$ cat src/rtl/sata_wrapper_define.sv
// Shared SATA link-layer definitions used by both the transmit and receive
// sides: primitive/data type encoding, CRC constants, the transmit FSM state
// encoding and a one-dword CRC step helper.
package sata_wrapper_define;

  localparam logic [31:0] CRC_INIT = 32'h52325032;
  localparam logic [31:0] CRC_POLY = 32'h04C11DB7;

  // Primitive currently on the wire; dat marks a payload or CRC dword.
  typedef enum logic [3:0] {
    sync, x_rdy, r_rdy, sof, eof, hold, holda, wtrm, r_ok, r_err, dat
  } sata_p_t;

  // One-hot transmit link states.
  typedef enum logic [8:0] {
    IDLE = 9'b000000001,
    XRDY = 9'b000000010,
    SOF  = 9'b000000100,
    DATA = 9'b000001000,
    HOLD = 9'b000010000,
    CRC  = 9'b000100000,
    EOF  = 9'b001000000,
    WTRM = 9'b010000000,
    DONE = 9'b100000000
  } tx_state_t;

  // Folds one 32-bit dword into the CRC, most significant bit first,
  // no reflection and no final inversion.
  function automatic logic [31:0] crc32_step(input logic [31:0] crc_in,
                                             input logic [31:0] din);
    logic [31:0] c;
    c = crc_in;
    for (int i = 31; i >= 0; i--) begin
      if (c[31] ^ din[i]) c = {c[30:0], 1'b0} ^ CRC_POLY;
      else                c = {c[30:0], 1'b0};
    end
    return c;
  endfunction

endpackage

$ cat src/rtl/sata_crc32.sv
// 32-bit parallel SATA CRC register (polynomial 04C11DB7).
// Ports:
//   clk, rst_n : clock and synchronous active-low reset (reset value CRC_INIT)
//   seed       : value loaded when init is high
//   init       : load seed (takes priority over en)
//   en         : fold din into the running CRC this cycle
//   din        : dword to fold
//   crc        : registered CRC over all dwords folded since the last init
module sata_crc32
  import sata_wrapper_define::*;
(
  input  logic        clk,
  input  logic        rst_n,
  input  logic [31:0] seed,
  input  logic        init,
  input  logic        en,
  input  logic [31:0] din,
  output logic [31:0] crc
);

  always_ff @(posedge clk) begin
    if (!rst_n)    crc <= CRC_INIT;
    else if (init) crc <= seed;
    else if (en)   crc <= crc32_step(crc, din);
  end

endmodule

$ cat src/rtl/sata_link_tx.sv
// SATA link-layer transmit engine: negotiates a frame with X_RDY/R_RDY,
// sends SOF, payload with flow control, CRC, EOF, waits for R_OK/R_ERR and
// the closing SYNC, then reports completion.
// Ports:
//   clk, rst_n        : clock and synchronous active-low reset
//   wr_req            : grant from the link arbiter
//   wr_cpl, wr_ok     : one-cycle completion pulse and its good/bad qualifier
//   wr_no_busy        : block may be pre-empted (IDLE or XRDY)
//   phyrdy            : PHY ready
//   rx_dat_type       : primitive decoded from the device
//   tx_dat/vld/last   : payload stream from transport, accepted with tx_rdy
//   tx_p_type/tx_p_dat: item to transmit this cycle
module sata_link_tx
  import sata_wrapper_define::*;
(
  input  logic        clk,
  input  logic        rst_n,
  input  logic        wr_req,
  output logic        wr_cpl,
  output logic        wr_no_busy,
  output logic        wr_ok,
  input  logic        phyrdy,
  input  sata_p_t     rx_dat_type,
  input  logic [31:0] tx_dat,
  input  logic        tx_vld,
  input  logic        tx_last,
  output logic        tx_rdy,
  output sata_p_t     tx_p_type,
  output logic [31:0] tx_p_dat
);

  tx_state_t   state, state_nxt;
  logic        cpl_nxt, ok_nxt;
  logic        xfer;
  logic        rx_ok_q;
  logic [31:0] crc;

  // Abort condition shared by every state past XRDY.
  logic        drop;
  assign drop = !phyrdy || (rx_dat_type == sync);

  sata_crc32 u_crc (
    .clk   (clk),
    .rst_n (rst_n),
    .seed  (CRC_INIT),
    .init  (state == SOF),
    .en    (xfer),
    .din   (tx_dat),
    .crc   (crc)
  );

  always_ff @(posedge clk) begin
    if (!rst_n) begin
      state   <= IDLE;
      wr_cpl  <= 1'b0;
      wr_ok   <= 1'b0;
      rx_ok_q <= 1'b0;
    end else begin
      state  <= state_nxt;
      wr_cpl <= cpl_nxt;
      wr_ok  <= ok_nxt;
      // The last WTRM cycle carries the device's verdict into DONE.
      if (state == WTRM) rx_ok_q <= (rx_dat_type == r_ok);
    end
  end

  always_comb begin
    state_nxt = state;
    cpl_nxt   = 1'b0;
    ok_nxt    = 1'b0;
    tx_p_type = sync;
    tx_p_dat  = '0;
    tx_rdy    = 1'b0;
    xfer      = 1'b0;
    case (state)
      IDLE: begin
        if (wr_req && phyrdy) state_nxt = XRDY;
      end
      XRDY: begin
        tx_p_type = x_rdy;
        // Back-off and PHY loss before SOF end silently, without a completion.
        if (!phyrdy || !wr_req)        state_nxt = IDLE;
        else if (rx_dat_type == r_rdy) state_nxt = SOF;
      end
      SOF: begin
        tx_p_type = sof;
        if (drop) begin state_nxt = IDLE; cpl_nxt = 1'b1; end
        else      state_nxt = DATA;
      end
      DATA: begin
        tx_rdy = 1'b1;
        xfer   = tx_vld;
        if (tx_vld) begin
          tx_p_type = dat;
          tx_p_dat  = tx_dat;
        end else begin
          tx_p_type = hold;
        end
        // A last dword beats a simultaneous rx hold so CRC/EOF stay together.
        if (drop)                      begin state_nxt = IDLE; cpl_nxt = 1'b1; end
        else if (tx_vld && tx_last)    state_nxt = CRC;
        else if (rx_dat_type == hold)  state_nxt = HOLD;
      end
      HOLD: begin
        tx_p_type = holda;
        if (drop)                      begin state_nxt = IDLE; cpl_nxt = 1'b1; end
        else if (rx_dat_type != hold)  state_nxt = DATA;
      end
      CRC: begin
        tx_p_type = dat;
        tx_p_dat  = crc;
        if (drop) begin state_nxt = IDLE; cpl_nxt = 1'b1; end
        else      state_nxt = EOF;
      end
      EOF: begin
        tx_p_type = eof;
        if (drop) begin state_nxt = IDLE; cpl_nxt = 1'b1; end
        else      state_nxt = WTRM;
      end
      WTRM: begin
        tx_p_type = wtrm;
        if (drop) begin state_nxt = IDLE; cpl_nxt = 1'b1; end
        else if (rx_dat_type == r_ok || rx_dat_type == r_err) state_nxt = DONE;
      end
      DONE: begin
        tx_p_type = sync;
        if (!phyrdy) begin
          state_nxt = IDLE;
          cpl_nxt   = 1'b1;
        end else if (rx_dat_type == sync) begin
          state_nxt = IDLE;
          cpl_nxt   = 1'b1;
          ok_nxt    = rx_ok_q;
        end
      end
      default: state_nxt = IDLE;
    endcase
  end

  assign wr_no_busy = (state == IDLE) || (state == XRDY);

endmodule
$ cat config.mk
export PLATFORM = sky130hd
export DESIGN_NAME = sata_link_tx
export DESIGN_NICKNAME = d
export VERILOG_FILES = /design/src/rtl/sata_wrapper_define.sv /design/src/rtl/sata_crc32.sv /design/src/rtl/sata_link_tx.sv
export SDC_FILE = /design/constraint.sdc
export NUM_CORES = 1
export LEC_CHECK = 0
export CAP_MARGIN = 10
export CORE_UTILIZATION = 35
export DETAILED_ROUTE_END_ITERATION = 6
export DONT_BUFFER_PORTS = 1
export GPL_ROUTABILITY_DRIVEN = 0
export MAX_ROUTING_LAYER = met4
export PLACE_DENSITY = 0.49
export SETUP_SLACK_MARGIN = 0.05
export SLEW_MARGIN = 10
export SYNTH_ARGS = -nofsm -noshare
export SYNTH_HDL_FRONTEND = slang
export SYNTH_SLANG_ARGS = --single-unit
$ cat constraint.sdc
create_clock -name clk -period 3.79 [get_ports clk]
set_clock_uncertainty 0.05 [all_clocks]
set_input_delay 0.5685 -clock clk [delete_from_list [all_inputs] [get_ports clk]]
set_output_delay 0.5685 -clock clk [all_outputs]
set_load 0.02 [all_outputs]
==> reports/qor.yml, run 1 <==
layout:
  area_delta_synth_final_pct: 20.3
  layout-drive-gt1-share_pct: 22.7
  diodes: 0
  nNetsFinal: 631
  fin_cells: 774
  post-route-cell-area_mm2: 0.00635
synth:
  synth-compound-area-share_pct: 12.2
  synth-seq-cells: 44
  synth_xor_xnor_area_share_pct: 59.9
  ys.flop_type: "dfxtp_1"
  synth_warnings: 0
  netlist_area_mm2: 0.00528
  synthAdderAreaFrac_pct: 0
  syn_nets: 550
  synth.avg_cell_area_um2: 10.4
  muxShareOfSynthArea_pct: 0.569
  syn_inst: 508
  ys_types: 42
  ys_seq_area_share_pct: 16.7
  synth_top_family_by_area: "XOR/XNOR gates"
  async_reset_ff_share_pct: 0
  synth_edf_count: 0
  synth-simple-area-share_pct: 9.00
critical_path:
  critPathLaunchType: "register"
  cp_max_fo: 5
  crit_family: "XOR/XNOR gates"
  r2r-start: "u_crc.crc[28]$_SDFFE_PP1P_"
  worstPathRequired_ns: 3.90
  endpoint_kind: "register"
  critical_path_class: "reg2reg"
  cp_num_cells: 10
  r2r_slack_ns: 0.18
  critPathMaxStageDelay_ns: 0.56
  critPathBufInv: 1
  rr_worst_depth: 10
  arrival_ns: 3.71
  reg2reg_to: "u_crc.crc[11]$_SDFFE_PP0P_"
  cp_slowest_cell: "xnor3_1"
  crit_end: "u_crc.crc[11]$_SDFFE_PP0P_"
  worstPathCellList: "xnor2_1, xnor3_1, xor2_2, xor3_1, xnor3_1, xnor2_2, buf_4, xnor2_1, xnor2_1, a211oi_1"
  crit_path_start: "u_crc.crc[28]$_SDFFE_PP1P_"
  worst_path_most_repeated_cell: "xnor2_1"
die:
  die_w_um: 125
  initial_core_util_pct: 36.1
  rows: 44
  core_mm2: 0.0146
  boundaryPins: 82
  die-area_mm2: 0.0156
  fp.dieH_um: 125
placed_design:
  port-buffer-count: 0
  pre_cts_ws_ns: -0.00917
  placed_cells: 766
  placed_area_mm2: 0.00616
  dp_hpwl_um: 14000
detailed_routing:
  drt-total-wl_um: 16500
  avgRoutedWirePerCell_um: 21.3
  vias_per_cell: 5.05
  drt_iter0_markers: 168
  vias: 3909
  drc_errors: 12
  ant_nets: 0
  drt_first_pass_iters: 6
timing:
  setup_violations: 0
  rsz0062_at_grt: "false"
  min_period_ns: 3.61
  fin_crit_sh_pct: 95.2
  slew_headroom_pct: 31.7
  slew_viol_final: 0
  timing.fmax_mhz: 277
  setup_ws_ns: 0.184
  worst_pin_slew_ns: 1.02
  holdWs_ns: 0.275
  hold_violations: 0
min_path:
  hp-class: "in2reg"
global_route:
  grt_usage_pct: 22.4
  grt_pass1_vias: 4126
  grt_max_degree: 32
  antenna_found_initial: 0
  met3_usage_pct: 3.52
  grt-ovfl-total: 0
  met2_usage_pct: 36.6
  grt_pass1_wl_um: 25100
  busiest_layer: "met2"
  grt_use_met1_pct: 27.5
clocking:
  h-tree-depth: 2
  cts_root_buf: "clkbuf_16"
  clockBufferDepth: 2
  clkTransAtPathRegs_ns: 0.07
  ctsHoldBuffers: 0
  cts_sinks: 44
  cts_buffers: 5
  tritoncts: "built"
  worst_skew_pair.late_latency_ns: 0.30
  postCtsSetupBuffers: 0
run_status:
  status: "finished with violations"
  violations: "DRC"
job:
  drv.max_cap_violation_count: 0
-- synth_stat cells (all sizes together) (2+ instances only) --
| cell type | count | area [um2] |
|---|---|---|
| nand4b | 3 | 26.3 |
| o21ai | 8 | 40.0 |
| xnor3 | 47 | 1060 |
| nor3 | 10 | 50.1 |
| nor4 | 3 | 18.8 |
| clkbuf | 19 | 71.3 |
| a211oi | 19 | 148 |
| a31oi | 2 | 12.5 |
| nand3 | 5 | 25.0 |
| nand2b | 7 | 43.8 |
| nand2 | 16 | 60.1 |
| and2 | 4 | 25.0 |
| nor2b | 4 | 25.0 |
| a22o | 32 | 280 |
| nor2 | 36 | 135 |
| and3 | 2 | 12.5 |
| a21oi | 11 | 55.1 |
| xor2 | 41 | 367 |
| xnor2 | 159 | 1540 |
| o211ai | 9 | 67.6 |
| inv | 4 | 15.0 |
| o21a | 2 | 15.0 |
| mux2i | 3 | 30.0 |
| dfxtp | 44 | 881 |
| xor3 | 8 | 194 |
-- repair_timing --
item	4_1_cts	5_1_grt
gates resized for setup	0	5
hold endpoints to repair	0	0
endpoints found under the setup margin	0	12
-- worst min-delay path by stage --
stage                            endpoint  depth (start not counted)            startpoint
floorplan                wr_ok$_SDFF_PN0_                          2  rx_ok_q$_SDFFE_PN0N_
global placement         wr_ok$_SDFF_PN0_                          2  rx_ok_q$_SDFFE_PN0N_
detailed placement       wr_ok$_SDFF_PN0_                          2  rx_ok_q$_SDFFE_PN0N_
CTS                 state[0]$_SDFFE_PN1P_                          1                 rst_n
global route        state[0]$_SDFFE_PN1P_                          1                 rst_n
finish              state[0]$_SDFFE_PN1P_                          1                 rst_n
-- routing by layer --
metal	up-vias	wire length (um)
met1	1855	7340
met5	-	0
met3	33	675
met2	97	7790
met4	0	701
li1	1924	-
-- area by class of cell --
type / instances / area [um2]
clock buffers: 5 / 125
clock inverters: 3 / 46.3
fillers: 1423 / 8290
inverters: 4 / 15.0
multi-input cells: 441 / 4350
flip-flops and latches: 44 / 882
well taps: 184 / 230
repair buffers: 93 / 698
-- per-stage QoR --
stage                      TNS, ns  utilization, %
after floorplan                  0               -
after global placement     -0.0201            42.1
after detailed placement  -0.00948            42.1
after CTS                        0            43.2
after global routing             0            43.4
final                            0            43.4
-- registers in the layout (all words and copies together) (netlist names) --
register and flops:
rx_ok_q 1, state 9, u_crc.crc 32, wr_cpl 1, wr_ok 1
-- logic make-up (layout without fill, tap and decap cells) --
group,count (synthesis),in the layout
and+or+nand+nor,97,97
muxes,3,3
buffers and inverters,23,105
DFF,44,44
AOI/OAI and AO/OA,86,86
xor gates and xnor gates,255,255
-- cells in the final DEF (no fill, tap or decap), types with 4 or more instances in the layout --
| master | instances |
|---|---|
| nand3_1 | 5 |
| and2_1 | 4 |
| a21oi_1 | 11 |
| xnor2_2 | 15 |
| o21ai_0 | 7 |
| dfxtp_1 | 43 |
| nor3_1 | 10 |
| xnor2_1 | 141 |
| nor2_1 | 35 |
| xnor3_1 | 42 |
| xnor3_2 | 5 |
| a22o_1 | 32 |
| clkbuf_16 | 5 |
| nand2_1 | 16 |
| o211ai_1 | 9 |
| buf_4 | 93 |
| inv_1 | 4 |
| a211oi_1 | 18 |
| nand2b_1 | 7 |
| nor2b_1 | 4 |
| xor3_1 | 5 |
| xor2_1 | 39 |
Power of run 1 is not shown: default switching activity piles up to over one toggle a cycle in this logic, so the estimate is an artifact.
==> run 2, diff against run 1 <==
- CORE_UTILIZATION: 35 -> 39
- HOLD_SLACK_MARGIN: unset -> 0.1
- PLACE_DENSITY: 0.49 -> 0.53
==> run 2 against run 1 <==
The run now ends clean. Final cell count shrank 2.1%. Sequential share of layout area up 0.064 points. Setup slack better by 0.021 ns. Via count is 0.18% higher. Global-route usage increased by 1.8 points. Maximum frequency grew 0.58%. Worst hold slack better by 0.0025 ns. Non-clock buffer count is 8 lower. Clock-buffer cell count did not move. Register-to-register slack better by 0.02 ns. Largest cell class unchanged. Highest routed layer unchanged.
==> reports/qor.yml, run 2 (synthesis gave the netlist of run 1 again) <==
timing:
  rsz0062_at_grt: "true"
  timing.fmax_mhz: 279  # +0.58%
  worst_pin_slew_ns: 1.09  # +0.0734 ns
  holdWs_ns: 0.278  # +0.00250 ns
  slew_headroom_pct: 27.0  # -4.7 points
  slew_viol_final: 0  # unchanged
  hold_violations: 0  # unchanged
  min_period_ns: 3.59  # -0.0207 ns
  setup_violations: 0  # unchanged
  fin_crit_sh_pct: 94.6  # -0.55 points
min_path:
  hp-class: "in2reg"
  whs_path_depth: 1  # unchanged
  min-delay-start: "rst_n"
  min_to: "state[0]$_SDFFE_PN1P_"
layout:
  largest_register_ffs: 32  # unchanged
  regMostFlops: "u_crc.crc"
  layout_common_cells: "xnor2_1, buf_4, dfxtp_1"
  fin_util_pct: 47.8  # +4.4 points
  layout-drive-gt1-share_pct: 23.5  # +0.83 points
  area_delta_synth_final_pct: 19.9
  nNetsFinal: 623  # -1.3%
  top_regs: "u_crc.crc: 32 flops, state: 9 flops"
  diodes: 0  # unchanged
  mostFrequentLayoutCell: "xnor2_1"
critical_path:
  r2r-start: "u_crc.crc[19]$_SDFFE_PP0P_"
  worstPathRequired_ns: 3.88  # -0.02 ns
  critical_path_class: "reg2reg"
  arrival_ns: 3.68  # -0.03 ns
  endpoint_kind: "register"
  reg2reg_to: "u_crc.crc[4]$_SDFFE_PP1P_"
  cp_max_fo: 6  # +1
  critPathLaunchType: "register"
  r2r_slack_ns: 0.20  # +0.02 ns
  rr_worst_depth: 9  # -1
global_route:
  antenna_found_initial: 0  # unchanged
  grt_max_degree: 50  # +56%
  grt-ovfl-total: 0  # unchanged
  grt_pass1_wl_um: 24300  # -3.2%
  grt_usage_pct: 24.2  # +1.8 points
  grt_pass1_vias: 4045  # -2.0%
clocking:
  cts_sinks: 44  # unchanged
  clkTransAtPathRegs_ns: 0.07  # about the same
  clockBufferDepth: 2  # unchanged
  cts_buffers: 5  # unchanged
  h-tree-depth: 2  # unchanged
  tritoncts: "built"
  worst_skew_pair.late_latency_ns: 0.30  # about the same
  cts_root_buf: "clkbuf_16"
  ctsHoldBuffers: 0  # unchanged
detailed_routing:
  drt_first_pass_iters: 5  # -1
  drt-total-wl_um: 16000  # -3.0%
  vias_per_cell: 5.17  # +2.3%
  drt_iter0_markers: 197  # +17%
  avgRoutedWirePerCell_um: 21.1  # -0.95%
  ant_nets: 0  # unchanged
  vias: 3916  # +0.18%
  drc_errors: 0  # -12
die:
  rows: 42  # -4.5%
  core_mm2: 0.0132  # -9.6%
  die-area_mm2: 0.0140  # -10%
  boundaryPins: 82  # unchanged
  fp.dieH_um: 118  # -5.2%
  initial_core_util_pct: 39.9  # +3.8 points
  die_w_um: 118  # -5.2%
job:
  drv.max_cap_violation_count: 0  # unchanged
placed_design:
  port-buffer-count: 0  # unchanged
  dp_hpwl_um: 13200  # -5.1%
run_status:
  status: "finished, final reports clean"
[run 2: cell count changes in the layout (fill, tap and decap cells not counted), sizes merged]
| cell | change |
|---|---|
| buf | -8 |
[run 2: worst max-delay path by stage]
stage | end | start | depth (start not counted)
2_1_floorplan | u_crc.crc[26]$_SDFFE_PP0P_ | tx_dat[28] | 8
3_3_place_gp | u_crc.crc[13]$_SDFFE_PP0P_ | tx_dat[29] | 10
3_5_place_dp | u_crc.crc[13]$_SDFFE_PP0P_ | tx_dat[29] | 10
4_1_cts | u_crc.crc[26]$_SDFFE_PP0P_ | u_crc.crc[28]$_SDFFE_PP1P_ | 8
5_1_grt | u_crc.crc[7]$_SDFFE_PP0P_ | u_crc.crc[19]$_SDFFE_PP0P_ | 9
6_report | u_crc.crc[4]$_SDFFE_PP1P_ | u_crc.crc[19]$_SDFFE_PP0P_ | 9
[run 2: critical path, cell delays in order, from the launching register on]
cell	delay, ns
dfxtp_1	0.38
xnor2_1	0.13
buf_4	0.17
xnor3_1	0.43
xnor3_2	0.44
xnor3_1	0.44
xnor3_2	0.54
xor3_2	0.52
xnor2_1	0.20
a31oi_1	0.10
[run 2: what timing repair did]
item / in CTS / in global routing
setup endpoints to repair: 12 / 14
endpoints found under the hold margin: 0 / 0
setup buffers: 0 / 4
gates resized for setup: 3 / 14
pin swaps: 0 / 6
[run 2: layout make-up]
cell class | count | area (um2)
Multi-Input combinational cell | 441 | 4400
Clock buffer | 5 | 125
Timing Repair Buffer | 85 | 638
Tap cell | 176 | 220
Fill cell | 1281 | 6910
Inverter | 4 | 15.0
Sequential cell | 44 | 883
Clock inverter | 3 | 46.3
[run 2: through the flow]
stage	setup slack, ns	std cells	TNS [ns]	cell area, um2
after floorplan	0.0514	508	0	5290
after detailed placement	-0.110	746	-0.376	6060
after global placement	-0.120	746	-0.339	6060
after global routing	0.0494	758	0	6330
after CTS	0.0558	754	0	6250
final	0.204	758	0	6330
[run 2: routing by layer]
layer / share of wire, % / track usage [%]
met3: 4.5 / 3.23
met1: 44 / 30.0
met2: 49 / 40.8
met5: 0 / -
met4: 3.1 / 7.83
Power of run 2 is left out for the same reason.
==> run 3, diff against run 2 <==
- CORE_UTILIZATION: 39 -> 45
- PLACE_DENSITY: 0.53 -> 0.6
==> run 3 against run 2 <==
Worst hold slack improved by 0.015 ns. Cell area decreased by 1.9%. Core utilization increased by 6.6 points. Critical path depth decreased by 1. Register-to-register slack got worse by 0.06 ns. Sequential share of layout area increased by 0.28 points. Critical path type unchanged. Highest routed layer unchanged.
==> reports/qor.yml, run 3 (synthesis gave the netlist of run 1 again) <==
run_status:
  status: "finished, final reports clean"
timing:
  slew_viol_final: 0  # unchanged
  timing.fmax_mhz: 275  # -1.5%
  hold_violations: 0  # unchanged
  setup_violations: 0  # unchanged
  slew_headroom_pct: 30.9  # +3.9 points
  min_period_ns: 3.64  # +0.0560 ns
  setup_tns_ns: 0  # unchanged
  fin_crit_sh_pct: 96.1  # +1.5 points
  setup_ws_ns: 0.148  # -0.0560 ns
  worst_pin_slew_ns: 1.03  # -0.0579 ns
  rsz0062_at_grt: "true"
placed_design:
  pre_cts_ws_ns: 0.0109  # +0.121 ns
  port-buffer-count: 0  # unchanged
  dp_hpwl_um: 12700  # -4.3%
  placed_area_mm2: 0.00601  # -0.85%
  placed_cells: 710  # -4.8%
critical_path:
  crit_path_start: "u_crc.crc[28]$_SDFFE_PP1P_"
  critPathLaunchType: "register"
  r2r-start: "u_crc.crc[28]$_SDFFE_PP1P_"
  worstPathRequired_ns: 3.90  # +0.02 ns
  cp_max_fo: 5  # -1
  rr_worst_depth: 8  # -1
  endpoint_kind: "register"
  arrival_ns: 3.76  # +0.08 ns
  critical_path_class: "reg2reg"
global_route:
  grt_usage_pct: 27.4  # +3.2 points
  antenna_found_initial: 0  # unchanged
  grt-ovfl-total: 0  # unchanged
  grt_pass1_vias: 4013  # -0.79%
  grt_max_degree: 29  # -42%
  grt_pass1_wl_um: 23300  # -4.1%
layout:
  area_delta_synth_final_pct: 17.6
  post-route-cell-area_mm2: 0.00621  # -1.9%
  mostFrequentLayoutCell: "xnor2_1"
  layout_common_cells: "xnor2_1, buf_4, xnor3_1, dfxtp_1, xor2_1"
  layout-drive-gt1-share_pct: 21.4  # -2.1 points
  top_regs: "u_crc.crc: 32 flops, state: 9 flops"
  nNetsFinal: 616  # -1.1%
  regMostFlops: "u_crc.crc"
  largest_register_ffs: 32  # unchanged
  diodes: 0  # unchanged
  fillers: 1028  # -20%
  fin_cells: 717  # -5.4%
die:
  boundaryPins: 82  # unchanged
  fp.dieH_um: 110  # -6.8%
  rows: 39  # -7.1%
  die_w_um: 110  # -6.8%
  die-area_mm2: 0.0122  # -13%
  core_mm2: 0.0114  # -14%
  initial_core_util_pct: 46.3  # +6.4 points
detailed_routing:
  vias_per_cell: 5.47  # +5.8%
  avgRoutedWirePerCell_um: 21.5  # +1.6%
  drt-total-wl_um: 15400  # -3.9%
  drt_first_pass_iters: 5  # unchanged
  vias: 3920  # +0.10%
  drt_iter0_markers: 230  # +17%
  drc_errors: 0  # unchanged
  ant_nets: 0  # unchanged
min_path:
  whs_path_depth: 1  # unchanged
  min-delay-start: "rst_n"
  hp-class: "in2reg"
clocking:
  postCtsSetupBuffers: 0  # unchanged
  clockBufferDepth: 2  # unchanged
  cts_sinks: 44  # unchanged
  clkTransAtPathRegs_ns: 0.06  # about the same
  worst_skew_pair.late_latency_ns: 0.28  # -0.02 ns
  tritoncts: "built"
  cts_buffers: 5  # unchanged
  h-tree-depth: 2  # unchanged
  cts_root_buf: "clkbuf_16"
job:
  drv.max_cap_violation_count: 0  # unchanged
## run 3: changes by cell type in the layout (fill, tap and decap cells not counted), sizes merged
cell,change
clkinv,+1
buf,-7
bufinv,-1
inv,-1
## run 3: layer usage
layer  share of wire, %  GRT usage [%]
met5                  0              -
met3                5.5           4.88
met4                2.4           6.02
met2                 48           45.5
met1                 44           34.8
## run 3: worst paths after layout
path | endpoint | slack, ns
min reg2reg | wr_ok$_SDFF_PN0_ | 0.40
max reg2reg | u_crc.crc[8]$_SDFFE_PP0P_ | 0.15
max | u_crc.crc[8]$_SDFFE_PP0P_ | 0.15
min | state[0]$_SDFFE_PN1P_ | 0.29
## run 3: layout make-up
cell class,instances,area (um2),area share (%)
clock inverter,2,12.5,0.202
tap,143,179,2.88
clock buffer,5,125,2.02
timing repair buffer,78,598,9.63
multi-input combinational,441,4400,70.8
inverter,4,15.0,0.242
sequential,44,883,14.2
## run 3: worst max-delay path: stages, from the launching register on
cell	delay, ns
dfxtp_2	0.39
xor2_1	0.21
xnor3_1	0.48
xnor3_2	0.45
xnor3_1	0.44
xnor3_1	0.60
xor3_2	0.56
xnor2_1	0.23
a21oi_1	0.09
## run 3: timing repair
item                       in CTS  in global routing
setup endpoints to repair       2                 18
hold buffers                    0                  0
pin swaps                       0                  1
gates resized for setup         1                 10
## run 3: per-stage QoR
stage          utilization (%)  hold slack, ns
2_1_floorplan                -           0.377
3_3_place_gp              52.6           0.389
3_5_place_dp              52.6           0.397
4_1_cts                   53.8           0.289
5_1_grt                   54.4           0.293
6_report                  54.4           0.292
Power of run 3 is left out for the same reason.
